`src/rtl/div_pkg.sv`:
```
// Shared definitions for the sequential restoring divider.
// FSM state encoding used by div_seq_int.
package div_pkg;

    typedef enum logic [1:0] {
        S_IDLE = 2'd0,
        S_RUN  = 2'd1,
        S_FIX  = 2'd2
    } state_t;

endpackage

```
`src/rtl/div_rstep.sv`:
```
// One combinational restoring-division step.
// Subtracts the divisor from the partial remainder and restores on borrow.
module div_rstep #(
    parameter int DW = 16
) (
    input  logic [DW:0]   pr,
    input  logic [DW-1:0] d,
    output logic [DW-1:0] rem,
    output logic          qbit
);

    logic [DW:0] sb;

    assign sb   = pr - {1'b0, d};
    assign qbit = ~sb[DW];
    assign rem  = qbit ? sb[DW-1:0] : pr[DW-1:0];

endmodule

```
`src/rtl/div_seq_int.sv`:
```
// Multi-cycle signed/unsigned restoring divider, one op in flight.
// Results are held in output registers until the next operation finishes.
module div_seq_int
    import div_pkg::*;
#(
    parameter int ZW        = 28,
    parameter int DW        = 16,
    parameter int SIGNED_EN = 1
) (
    input  logic          clk,
    input  logic          rst,
    input  logic          startp,
    input  logic          sgn,
    input  logic [ZW-1:0] z,
    input  logic [DW-1:0] d,
    output logic [ZW-1:0] q,
    output logic [DW-1:0] r,
    output logic          busy,
    output logic          done,
    output logic          dz,
    output logic          ov
);

    localparam int CW = $clog2(ZW + 1);
    localparam int WW = ZW + DW;

    state_t        state_q;
    logic [CW-1:0] cnt_q;
    logic [WW-1:0] work_q;
    logic [DW-1:0] dm_q;
    logic [DW-1:0] zlo_q;
    logic          sz_q;
    logic          sd_q;
    logic          zero_q;
    logic          ovf_q;

    logic [ZW-1:0] q_q;
    logic [DW-1:0] r_q;
    logic          busy_q;
    logic          done_q;
    logic          dz_q;
    logic          ov_q;

    logic          sgn_e;
    logic          sz_d;
    logic          sd_d;
    logic [ZW-1:0] zm_d;
    logic [DW-1:0] dm_d;
    logic          ovf_d;

    logic [DW-1:0] rem_s;
    logic          qbit_s;
    logic [WW-1:0] work_d;
    logic [ZW-1:0] qm;
    logic [DW-1:0] rm;
    logic [ZW-1:0] q_fix;
    logic [DW-1:0] r_fix;

    // With SIGNED_EN=0 the sign flags are constant zero and negation folds away.
    assign sgn_e = (SIGNED_EN != 0) & sgn;
    assign sz_d  = sgn_e & z[ZW-1];
    assign sd_d  = sgn_e & d[DW-1];
    assign zm_d  = sz_d ? -z : z;
    assign dm_d  = sd_d ? -d : d;
    assign ovf_d = sgn_e & (z == {1'b1, {(ZW-1){1'b0}}}) & (&d);

    div_rstep #(
        .DW(DW)
    ) u_step (
        .pr  (work_q[WW-1:ZW-1]),
        .d   (dm_q),
        .rem (rem_s),
        .qbit(qbit_s)
    );

    assign work_d = {rem_s, work_q[ZW-2:0], qbit_s};
    assign qm     = work_q[ZW-1:0];
    assign rm     = work_q[WW-1:ZW];
    assign q_fix  = (sz_q ^ sd_q) ? -qm : qm;
    assign r_fix  = sz_q ? -rm : rm;

    always_ff @(posedge clk) begin
        if (rst) begin
            state_q <= S_IDLE;
            cnt_q   <= '0;
            work_q  <= '0;
            dm_q    <= '0;
            zlo_q   <= '0;
            sz_q    <= 1'b0;
            sd_q    <= 1'b0;
            zero_q  <= 1'b0;
            ovf_q   <= 1'b0;
            q_q     <= '0;
            r_q     <= '0;
            busy_q  <= 1'b0;
            done_q  <= 1'b0;
            dz_q    <= 1'b0;
            ov_q    <= 1'b0;
        end else begin
            done_q <= 1'b0;
            unique case (state_q)
                S_IDLE: begin
                    if (startp) begin
                        state_q <= S_RUN;
                        busy_q  <= 1'b1;
                        cnt_q   <= CW'(ZW);
                        work_q  <= {{DW{1'b0}}, zm_d};
                        dm_q    <= dm_d;
                        zlo_q   <= z[DW-1:0];
                        sz_q    <= sz_d;
                        sd_q    <= sd_d;
                        zero_q  <= (d == '0);
                        ovf_q   <= ovf_d;
                    end
                end
                S_RUN: begin
                    work_q <= work_d;
                    cnt_q  <= cnt_q - CW'(1);
                    if (cnt_q == CW'(1)) begin
                        state_q <= S_FIX;
                    end
                end
                S_FIX: begin
                    state_q <= S_IDLE;
                    busy_q  <= 1'b0;
                    done_q  <= 1'b1;
                    dz_q    <= zero_q;
                    ov_q    <= ovf_q & ~zero_q;
                    if (zero_q) begin
                        q_q <= '1;
                        r_q <= zlo_q;
                    end else if (ovf_q) begin
                        q_q <= {1'b1, {(ZW-1){1'b0}}};
                        r_q <= '0;
                    end else begin
                        q_q <= q_fix;
                        r_q <= r_fix;
                    end
                end
                default: begin
                    state_q <= S_IDLE;
                end
            endcase
        end
    end

    assign q    = q_q;
    assign r    = r_q;
    assign busy = busy_q;
    assign done = done_q;
    assign dz   = dz_q;
    assign ov   = ov_q;

endmodule

```
`config.mk`:
```
export PLATFORM = sky130hd
export DESIGN_NAME = div_seq_int
export DESIGN_NICKNAME = d
export VERILOG_FILES = /design/src/rtl/div_pkg.sv /design/src/rtl/div_rstep.sv /design/src/rtl/div_seq_int.sv
export SDC_FILE = /design/constraint.sdc
export NUM_CORES = 1
export LEC_CHECK = 0
export CORE_AREA = 10 10 136 138
export CTS_CLUSTER_DIAMETER = 150
export DETAILED_ROUTE_END_ITERATION = 7
export DIE_AREA = 0 0 146 148
export PLACE_DENSITY = 0.82
export SLEW_MARGIN = 10
export SYNTH_ARGS = -nofsm -noshare
export SYNTH_HDL_FRONTEND = slang
export SYNTH_SLANG_ARGS = --single-unit
```
`constraint.sdc`:
```
create_clock -name clk -period 2.95 [get_ports clk]
set_input_delay 0.4425 -clock clk [delete_from_list [all_inputs] [get_ports clk]]
set_output_delay 0.4425 -clock clk [all_outputs]
set_load 0.02 [all_outputs]
```
==> flow_summary.ini <==
[cts]
cts_inserted_buffers = 17
cts_max_level = 4
cts_tree = built
postCtsSetupBuffers = 0
clkLatencyLatePin_ns = 0.43
root_buffer = clkbuf_16
post_cts_resize_count = 0
cts-hold-fix-buffers = 0
cts.path.max_buffers = 2
numClockSinks = 135
path_clk_slew_ns = 0.06

[grt]
grt_use_met3 = 0.03785
met1_usage = 0.2705
grt_usage = 0.1986
grt-ovfl-total = 0
grt_max_degree = 42
grt_pass1_wl_um = 35890
grt_busiest_layer = met2
grt_pass1_vias = 6926
gr-usage-met2 = 0.3069
grt_antenna_before_repair = 0

[placement]
place_ws_ns = 0.08040
dp_cells = 1248
dp_hpwl_um = 15870
io_buffers = 95
gp_congestion = 0.9298

[floorplanning]
die_w_um = 146
rows = 46
die_area_um2 = 21610
ios = 96
core-area_um2 = 15710
die_h_um = 148
start_util = 0.4897

[min_path]
hp-start = rst
hold_path_end = work_q[1]$_SDFFE_PP0P_
whs_path_depth = 2
hold_path.class = in2reg

[run_status]
status = finished, final reports clean

[critical_path]
critPathKind = reg2reg
critPathCaptureType = register
ff2ff_setup_slack_ns = 0.29
critPathRequiredTime_ns = 3.26
reg2reg_from = work_q[27]$_SDFFE_PP0P_
arrival_ns = 2.97
r2r-end = work_q[38]$_SDFFE_PP0P_
cp_max_fo = 17
cp-start-kind = register
r2r_cells = 11

[timing]
setup_tns_ns = 0
hold_viol = 0
setup_ws_ns = 0.2877
relSlewSlack = 0.2285
period_minus_slack_ns = 2.662
worst_pin_slew_ns = 1.153
finalCritPeriodShare = 0.9025
rsz0062_at_grt = no
final_max_slew_viol_count = 0
setup_violations = 0
finClkSkew_ns = 0.006535
timing.fmax_ghz = 0.3756

[cells_and_area]
final_cells = 1280
drive_gt1_frac = 0.07613
register_area_um2 = 2703
layout.nets = 1123
multi_input_comb_area_um2 = 4656
diodes = 0
area_growth_pct = 23.85
fillers = 1343

[yosys]
ys_seq_area_frac = 0.3512
ys_warn_count = 0
synth_edf_count = 0
synth_cell_types = 61
synth_largest_area_cell = dfxtp_1
netlist_area_um2 = 7695
yosys-top-cells-area = dfxtp_1 (35%), a21oi_1 (5.4%), nand2_1 (5.3%)
postSynthCellCount = 967
synthArstFlopShare = 0
yosysMostFrequentCell = dfxtp_1
ys.flop_type = dfxtp_1
synth_top_area_frac = 0.3512
syn_avg_cell_area_um2 = 7.957
ys_top_cells_by_count = dfxtp_1 (135), nand2_1 (109), nor2_1 (98)
syn_nets = 1039
ys_ff_latch = 135

[route]
drtIter0Drc = 824
drt-total-wl_um = 21810
antenna_left = 0
wl_per_cell_um = 17.04
routed_via_density = 5.870
drtPass1Iterations = 5
drc_errors = 0
via_count = 7514

[run]
cap_violations = 0

[power_and_ir_drop]
vdd_drop_max_mv = 0.5023
powerDensity_nw_per_um2 = 611.8
power.leakage_nw = 3.467
==> area by class of cell <==
| type | instances | share of cell area |
|---|---|---|
| inverter | 31 | 0.01221 |
| tap | 216 | 0.02836 |
| clock buffer | 20 | 0.04792 |
| clock inverter | 12 | 0.01339 |
| multi-input combinational | 742 | 0.4885 |
| timing repair buffer | 124 | 0.1260 |
| sequential | 135 | 0.2836 |
==> per-stage QoR <==
step,util,hold WS (ns),area [um2],power [mW]
finish,0.6065,0.4260,9530,5.831
global route,0.6065,0.4677,9530,6.097
floorplan,-,0.4319,7695,3.248
detailed placement,0.5694,0.4442,8946,3.706
global placement,0.5694,0.4353,8946,3.663
CTS,0.6065,0.4166,9530,5.807
==> worst max path at each step <==
stage,startpoint,to,cells past startpoint
after floorplan,work_q[27]$_SDFFE_PP0P_,work_q[36]$_SDFFE_PP0P_,11
after global placement,z[3],work_q[22]$_SDFFE_PP0P_,8
final,work_q[27]$_SDFFE_PP0P_,work_q[38]$_SDFFE_PP0P_,11
after global routing,work_q[27]$_SDFFE_PP0P_,work_q[39]$_SDFFE_PP0P_,11
after CTS,work_q[27]$_SDFFE_PP0P_,work_q[38]$_SDFFE_PP0P_,11
after detailed placement,z[3],work_q[22]$_SDFFE_PP0P_,8
==> metal layers <==
| metal | vias to the layer above | part of all wire |
|---|---|---|
| met5 | - | 0 |
| met2 | 327 | 0.45 |
| met4 | 0 | 0.020 |
| met3 | 42 | 0.073 |
| li1 | 3637 | - |
| met1 | 3508 | 0.46 |
==> cells by family after synthesis <==
logic type	synth area share
adder cells (fa/ha/maj)	0.04000
XOR/XNOR	0.1049
buffers and inverters	0.04504
AND/OR/NAND/NOR	0.1998
multiplexers	0.01821
flip-flops	0.3512
AO/OA/AOI/OAI	0.2408
==> worst max-delay path, cell delays in order, from the launching register on <==
cell	delay, ns
dfxtp_1	0.38
inv_1	0.08
ha_1	0.21
fa_1	0.38
nand2b_1	0.21
a21oi_1	0.29
o21ai_0	0.17
o211ai_2	0.16
xor2_4	0.19
buf_12	0.18
mux2i_1	0.20
o21ai_0	0.08
==> state kept, by name (all words and copies together) (netlist names) <==
signal,count
cnt_q,5
work_q,44
sz_q,1
ov,1
done,1
r,16
state_q,2
dz,1
zlo_q,16
busy,1
q,28
dm_q,16
zero_q,1
ovf_q,1
sd_q,1
==> placed cells by master (no fill, tap or decap), drive strengths merged, types with 14 or more instances in the layout <==
| master | instances |
|---|---|
| o31ai | 18 |
| clkbuf | 20 |
| inv | 31 |
| ha | 23 |
| mux2i | 14 |
| clkdlybuf4s50 | 94 |
| a22oi | 39 |
| nand2 | 109 |
| xor2 | 45 |
| nor2 | 100 |
| a211oi | 29 |
| nor3 | 38 |
| xnor2 | 45 |
| buf | 30 |
| o21ai | 60 |
| dfxtp | 135 |
| a21oi | 83 |
==> where the power goes <==
part	internal (mW)	leakage, nW	switching, mW	total (mW)
sequential	1.94	1.10	0.147	2.08
combinational	0.711	2.09	0.929	1.64
clock	1.28	0.278	0.825	2.11
Power figures use the tool's default switching activity.
